==> src/rtl/y86_pkg.sv <==
// Shared Y86-64 encodings and sizes for the decode/register-read slice.
package y86_pkg;

    localparam int WORD = 64;
    localparam int NREG = 15;

    localparam logic [3:0] I_HALT  = 4'h0;
    localparam logic [3:0] I_NOP   = 4'h1;
    localparam logic [3:0] I_CMOV  = 4'h2;
    localparam logic [3:0] I_IRMOV = 4'h3;
    localparam logic [3:0] I_RMMOV = 4'h4;
    localparam logic [3:0] I_MRMOV = 4'h5;
    localparam logic [3:0] I_OP    = 4'h6;
    localparam logic [3:0] I_JXX   = 4'h7;
    localparam logic [3:0] I_CALL  = 4'h8;
    localparam logic [3:0] I_RET   = 4'h9;
    localparam logic [3:0] I_PUSH  = 4'hA;
    localparam logic [3:0] I_POP   = 4'hB;

    localparam logic [1:0] S_AOK = 2'd0;
    localparam logic [1:0] S_HLT = 2'd1;
    localparam logic [1:0] S_ADR = 2'd2;
    localparam logic [1:0] S_INS = 2'd3;

    localparam logic [3:0] RSP   = 4'h4;
    localparam logic [3:0] RNONE = 4'hF;

endpackage

==> src/rtl/y86_regfile.sv <==
// Architectural register file: two combinational reads, two writes where the
// memory-result port overrides the ALU-result port on the same register.
module y86_regfile
    import y86_pkg::*;
(
    input  logic                       clk,
    input  logic                       rst_n,
    input  logic [3:0]                 src_a,
    input  logic [3:0]                 src_b,
    output logic [WORD-1:0]            rd_a,
    output logic [WORD-1:0]            rd_b,
    input  logic [3:0]                 wr_e_id,
    input  logic [WORD-1:0]            wr_e_val,
    input  logic [3:0]                 wr_m_id,
    input  logic [WORD-1:0]            wr_m_val,
    output logic [NREG-1:0][WORD-1:0]  regs
);

    logic [NREG-1:0][WORD-1:0] rf;

    // The M write is issued last so it wins when both ports name one register.
    always_ff @(posedge clk) begin
        if (!rst_n) begin
            rf <= '0;
        end else begin
            if (wr_e_id != RNONE) rf[wr_e_id] <= wr_e_val;
            if (wr_m_id != RNONE) rf[wr_m_id] <= wr_m_val;
        end
    end

    assign rd_a = (src_a == RNONE) ? '0 : rf[src_a];
    assign rd_b = (src_b == RNONE) ? '0 : rf[src_b];
    assign regs = rf;

endmodule

==> src/rtl/y86_decode_regread.sv <==
// Y86-64 decode stage: register IDs, forwarded operand selection, register
// file ownership and the D->E pipeline register.
module y86_decode_regread
    import y86_pkg::*;
(
    input  logic            clk,
    input  logic            rst_n,
    input  logic [1:0]      D_stat,
    input  logic [3:0]      D_icode,
    input  logic [3:0]      D_ifun,
    input  logic [3:0]      D_rA,
    input  logic [3:0]      D_rB,
    input  logic [WORD-1:0] D_valC,
    input  logic [WORD-1:0] D_valP,
    input  logic            E_bubble,
    input  logic [3:0]      e_dstE,
    input  logic [WORD-1:0] e_valE,
    input  logic [3:0]      M_dstE,
    input  logic [WORD-1:0] M_valE,
    input  logic [3:0]      M_dstM,
    input  logic [WORD-1:0] m_valM,
    input  logic [3:0]      W_dstE,
    input  logic [WORD-1:0] W_valE,
    input  logic [3:0]      W_dstM,
    input  logic [WORD-1:0] W_valM,
    output logic [3:0]      d_srcA,
    output logic [3:0]      d_srcB,
    output logic [1:0]      E_stat,
    output logic [3:0]      E_icode,
    output logic [3:0]      E_ifun,
    output logic [WORD-1:0] E_valC,
    output logic [WORD-1:0] E_valA,
    output logic [WORD-1:0] E_valB,
    output logic [3:0]      E_dstE,
    output logic [3:0]      E_dstM,
    output logic [3:0]      E_srcA,
    output logic [3:0]      E_srcB,
    output logic [WORD-1:0] reg0,
    output logic [WORD-1:0] reg1,
    output logic [WORD-1:0] reg2,
    output logic [WORD-1:0] reg3,
    output logic [WORD-1:0] reg4,
    output logic [WORD-1:0] reg5,
    output logic [WORD-1:0] reg6,
    output logic [WORD-1:0] reg7,
    output logic [WORD-1:0] reg8,
    output logic [WORD-1:0] reg9,
    output logic [WORD-1:0] reg10,
    output logic [WORD-1:0] reg11,
    output logic [WORD-1:0] reg12,
    output logic [WORD-1:0] reg13,
    output logic [WORD-1:0] reg14
);

    logic [3:0]                d_dstE, d_dstM;
    logic [WORD-1:0]           rf_a, rf_b, d_valA, d_valB;
    logic [NREG-1:0][WORD-1:0] regs;

    y86_regfile u_rf (
        .clk      (clk),
        .rst_n    (rst_n),
        .src_a    (d_srcA),
        .src_b    (d_srcB),
        .rd_a     (rf_a),
        .rd_b     (rf_b),
        .wr_e_id  (W_dstE),
        .wr_e_val (W_valE),
        .wr_m_id  (W_dstM),
        .wr_m_val (W_valM),
        .regs     (regs)
    );

    always_comb begin
        d_srcA = RNONE;
        d_srcB = RNONE;
        d_dstE = RNONE;
        d_dstM = RNONE;
        case (D_icode)
            I_CMOV, I_RMMOV, I_OP, I_PUSH: d_srcA = D_rA;
            I_POP, I_RET:                  d_srcA = RSP;
            default:                       d_srcA = RNONE;
        endcase
        case (D_icode)
            I_OP, I_RMMOV, I_MRMOV:        d_srcB = D_rB;
            I_PUSH, I_POP, I_CALL, I_RET:  d_srcB = RSP;
            default:                       d_srcB = RNONE;
        endcase
        case (D_icode)
            I_CMOV, I_IRMOV, I_OP:         d_dstE = D_rB;
            I_PUSH, I_POP, I_CALL, I_RET:  d_dstE = RSP;
            default:                       d_dstE = RNONE;
        endcase
        case (D_icode)
            I_MRMOV, I_POP:                d_dstM = D_rA;
            default:                       d_dstM = RNONE;
        endcase
    end

    // Youngest producer first; a source of RNONE falls through to the file read, which is 0.
    always_comb begin
        d_valA = rf_a;
        if (D_icode == I_CALL || D_icode == I_JXX) d_valA = D_valP;
        else if (d_srcA != RNONE && d_srcA == e_dstE) d_valA = e_valE;
        else if (d_srcA != RNONE && d_srcA == M_dstM) d_valA = m_valM;
        else if (d_srcA != RNONE && d_srcA == M_dstE) d_valA = M_valE;
        else if (d_srcA != RNONE && d_srcA == W_dstM) d_valA = W_valM;
        else if (d_srcA != RNONE && d_srcA == W_dstE) d_valA = W_valE;

        d_valB = rf_b;
        if (d_srcB != RNONE && d_srcB == e_dstE) d_valB = e_valE;
        else if (d_srcB != RNONE && d_srcB == M_dstM) d_valB = m_valM;
        else if (d_srcB != RNONE && d_srcB == M_dstE) d_valB = M_valE;
        else if (d_srcB != RNONE && d_srcB == W_dstM) d_valB = W_valM;
        else if (d_srcB != RNONE && d_srcB == W_dstE) d_valB = W_valE;
    end

    always_ff @(posedge clk) begin
        if (!rst_n || E_bubble) begin
            E_stat  <= S_AOK;
            E_icode <= I_NOP;
            E_ifun  <= 4'h0;
            E_valC  <= '0;
            E_valA  <= '0;
            E_valB  <= '0;
            E_dstE  <= RNONE;
            E_dstM  <= RNONE;
            E_srcA  <= RNONE;
            E_srcB  <= RNONE;
        end else begin
            E_stat  <= D_stat;
            E_icode <= D_icode;
            E_ifun  <= D_ifun;
            E_valC  <= D_valC;
            E_valA  <= d_valA;
            E_valB  <= d_valB;
            E_dstE  <= d_dstE;
            E_dstM  <= d_dstM;
            E_srcA  <= d_srcA;
            E_srcB  <= d_srcB;
        end
    end

    assign reg0  = regs[0];
    assign reg1  = regs[1];
    assign reg2  = regs[2];
    assign reg3  = regs[3];
    assign reg4  = regs[4];
    assign reg5  = regs[5];
    assign reg6  = regs[6];
    assign reg7  = regs[7];
    assign reg8  = regs[8];
    assign reg9  = regs[9];
    assign reg10 = regs[10];
    assign reg11 = regs[11];
    assign reg12 = regs[12];
    assign reg13 = regs[13];
    assign reg14 = regs[14];

endmodule

==> config.mk <==
export PLATFORM = sky130hd
export DESIGN_NAME = y86_decode_regread
export DESIGN_NICKNAME = d
export VERILOG_FILES = /design/src/rtl/y86_pkg.sv /design/src/rtl/y86_regfile.sv /design/src/rtl/y86_decode_regread.sv
export SDC_FILE = /design/constraint.sdc
export NUM_CORES = 2
export LEC_CHECK = 0
export CORE_AREA = 2 2 653 655
export CTS_BUF_LIST = sky130_fd_sc_hd__clkbuf_4 sky130_fd_sc_hd__clkbuf_8
export CTS_CLUSTER_SIZE = 10
export DETAILED_ROUTE_END_ITERATION = 16
export DIE_AREA = 0 0 655 657
export PLACE_DENSITY_LB_ADDON = 0.1
export SYNTH_ARGS = -nofsm -noshare
export SYNTH_HDL_FRONTEND = slang
export SYNTH_SLANG_ARGS = --single-unit
==> constraint.sdc <==
create_clock -name clk -period 3.16 [get_ports clk]
set_input_delay 0.316 -clock clk [delete_from_list [all_inputs] [get_ports clk]]
set_output_delay 0.316 -clock clk [all_outputs]
set_load 0.05 [all_outputs]
==> results_dict.tcl <==
set metrics [dict create \
    synthCells 8787 \
    h-tree-depth 5 \
    fin_ws_ns -0.0332 \
    path_cells "dlygate4sd3_1 -> buf_4 -> a21o_1 -> o31ai_4 -> buf_4 -> o22ai_1 -> buf_4 -> nor4_4 -> buf_4 -> buf_12 -> buf_12 -> nand2_1 -> o31a_1 -> dlygate4sd3_1 -> o31ai_1" \
    ir_worst_vdd_v 0.000287 \
    finalMaxSlewViolations 0 \
    grt.overflow.total 0 \
    hold_end "E_valA[43]$_SDFF_PP0_" \
    yosysTopAreaCellShare 0.324 \
    rsz0062_at_grt "no" \
    die_w_microns 655 \
    yosys-top-cells-area "dfxtp_1, o211a_1, nand2_1" \
    ys_seq_area_frac 0.324 \
    clkTransAtPathRegs_ns 0.05 \
    grt_usage 0.306 \
    setup_tns_ns -0.0332 \
    yosysWarnings 0 \
    ff2ff_path_depth 6 \
    preCtsSetupSlack_ns -0.907 \
    cpMaxStageDelayCell "dlygate4sd3_1" \
    critPathMaxFanout 17 \
    synth-edff-count 0 \
    cts_root_buf "clkbuf_8" \
    syn_nets 9276 \
    wl_per_cell_microns 41.2 \
    place_congestion 0.912 \
    cts_tree "done" \
    r2r_start "u_rf.regs[187]$_SDFF_PN0_" \
    worstHoldStart "M_valE[43]" \
    synthArstFlopShare 0 \
    netSwitchingPower_mw 19.9 \
    cp.arrival_ns 4.18 \
    core_sq_um 423000 \
    clkSinkCount 1178 \
    regToRegEndpoint "E_valA[59]$_SDFF_PP0_" \
    clkPwrFrac 0.382 \
    ys_types 79 \
    grt_max_degree 163 \
    dp_hpwl_microns 522000 \
    vias 92600 \
    min_period_over_period 1.01 \
    hold_depth 4 \
    slew_headroom 0.202 \
    p_seq_frac 0.328 \
    critical_path_class "input pin to flop" \
    timing.fmax_ghz 0.313 \
    max_stage_delay_ns 0.56 \
    crit_required_ns 4.14 \
    num_rows 239 \
    violations "setup timing" \
    leakagePower_nw 47.9 \
    clk_latency_ns 1.12 \
    yosysTopAreaCell "dfxtp_1" \
    die-height_microns 657 \
    synth_area_per_cell_sq_um 8.28 \
    syn2layout_area_growth_pct 56.1 \
    worst_pin_slew_ns 1.20 \
    p_int_mw 31.9 \
    dr.pass1.iters 6 \
    critPathTopFamily "buffers and inverters" \
    place_area_sq_um 104000 \
    final_util 0.269 \
    status "finished with violations" \
    power.density_nw_per_um2 456 \
    antenna_found_initial 81 \
    port_buffers 1674 \
    drt_iter0_markers 10100 \
    cts_max_path_buffers 4 \
    drive_gt1_frac 0.158 \
    layout_min_cycle_time_ns 3.19 \
    endpoint_kind "flop" \
    critPathLaunchType "input pin" \
    start_util 0.172 \
    ant_nets 0 \
    path_buf_inv 8 \
    nets 11400 \
    finalSetupViolCount 1 \
    pin_count 1675 \
    ys_ff_latch 1178 \
    hold_viol_final 0 \
    grt_pass1_vias 89100 \
    r2r_slack_ns 0.72 \
    finClkSkew_ns 0.0593 \
    ys.flop_type "dfxtp_1" \
    pwr-share-comb 0.290 \
    grt_pass1_wl_microns 893000 \
    drv_cap 0 \
    dieArea_sq_um 430000 \
    p_sw_frac 0.383 \
    drc 0 \
    routed_wl_microns 692000 \
    cts_buffers 274 \
    min_path_type "input pin to flop" \
    finalPower_mw 51.8 \
    synth_area_sq_um 72800 \
    viasPerCell 5.52 \
    fin_area_sq_um 114000 \
    cpMostUsedCell "buf_4" \
]
[worst reg2reg max path: stages (launching register included)]
cell and delay (ns):
dfxtp_1 0.40, a221o_1 0.40, a221o_1 0.31, a21o_1 0.19, a211oi_1 0.36, o31ai_1 0.12
dlygate4sd3_1 0.56
[Yosys cell counts (all sizes together), types with 9 or more instances]
cell type and count:
a21oi 157, inv 81, nor2 287, nand3 135
nand2 1465, nor2b 16, a221oi 260, a22oi 188
nor3 205, o31a 61, a211oi 132, o211a 882
a22o 57, buf 253, o311a 139, dfxtp 1178
clkinv 15, o21ai 222, o221ai 62, clkbuf 1004
o211ai 561, mux2 65, and2 75, a21o 55
xnor2 18, a311oi 74, o2111ai 73, nor4 72
a31oi 69, mux2i 459, a32o 56, nand4 9
o31ai 75, a221o 228, nand2b 11
[cell usage in the layout (no fill, tap or decap), types with 73 or more instances in the layout]
cell,n
a211oi_1,132
a21oi_1,157
a221o_1,228
a221oi_1,259
a22oi_1,188
a311oi_1,74
buf_12,321
buf_4,783
clkbuf_4,88
clkbuf_8,334
clkdlybuf4s50_1,1642
dfxtp_1,1178
dlygate4sd3_1,318
inv_1,74
mux2i_1,459
nand2_1,1448
nand3_1,120
nor2_1,279
nor3_1,195
o2111ai_1,73
o211a_1,881
o211ai_1,561
o21ai_0,182
o311a_1,139
[cells by family (layout without fill, tap and decap cells)]
group	Yosys count	after routing	share of synthesized area
AO/OA/AOI/OAI	3408	3408	0.394
multiplexers	524	524	0.0732
buffers and inverters	1353	3644	0.0735
flip-flops	1178	1178	0.324
other	0	35	0
XOR/XNOR	18	18	0.00217
AND/OR/NAND/NOR	2306	2306	0.133
[area by class of cell]
type                            count  area (sq um)
Inverter                           96           395
Timing Repair Buffer             3086         32300
Fill cell                       45300        309000
Multi-Input combinational cell   6256         44600
Sequential cell                  1178         23600
Tap cell                         5663          7090
Clock inverter                     40           425
Antenna cell                       35          87.6
Clock buffer                      422          5260
[worst max path at each step]
stage / end / startpoint / cells past startpoint / slack (ns)
2_1_floorplan: E_valB[52]$_SDFF_PP0_ / D_icode[2] / 12 / 0.45
3_3_place_gp: E_valA[47]$_SDFF_PP0_ / D_icode[0] / 13 / -0.94
3_5_place_dp: E_valA[47]$_SDFF_PP0_ / D_icode[1] / 14 / -0.91
4_1_cts: d_srcB[2] / D_icode[3] / 10 / 0.004
5_1_grt: E_valA[40]$_SDFF_PP0_ / D_rA[2] / 15 / 0.01
6_report: E_valA[40]$_SDFF_PP0_ / D_rA[2] / 15 / -0.03
[sequential cells by signal, summed over array words and instances (netlist names)]
name and flops:
E_dstE 4, E_dstM 4, E_icode 4, E_ifun 4
E_srcA 4, E_srcB 4, E_stat 2, E_valA 64
E_valB 64, E_valC 64, u_rf.regs 960
[per-stage QoR]
stage	std cells	hold slack, ns
finish	16800	0.0655
global route	16800	0.0653
CTS	16700	0.000635
floorplan	8787	0.438
global placement	15900	0.600
detailed placement	15900	0.614
[what timing repair did]
item | CTS | global route
cloned | 0 | 3
hold buffers | 319 | 0
setup endpoints to repair | 13 | 35
gates resized for setup | 13 | 15
setup buffers | 0 | 18
pin swaps | 1 | 7
endpoints found under the hold margin | 509 | 0
[metal layers]
| layer | share of wire | track usage | vias up | wire (microns) |
|---|---|---|---|---|
| met5 | 0.00011 | 0 | - | 76 |
| met4 | 0.077 | 0.199 | 12 | 52900 |
| met3 | 0.074 | 0.0584 | 1429 | 50900 |
| met2 | 0.44 | 0.477 | 5844 | 305000 |
| met1 | 0.41 | 0.382 | 47200 | 283000 |
| li1 | - | - | 38200 | - |
[power by group through the flow]
stage	registers (mW)	clock network, mW	logic, mW
final	17.0	19.8	15.0
after global routing	17.0	20.8	15.5
after CTS	17.0	20.3	14.8
after detailed placement	17.3	0	14.5
after global placement	17.3	0	14.4
after floorplan	19.0	0	4.69
Note: power is estimated with default switching activity, not from simulation.
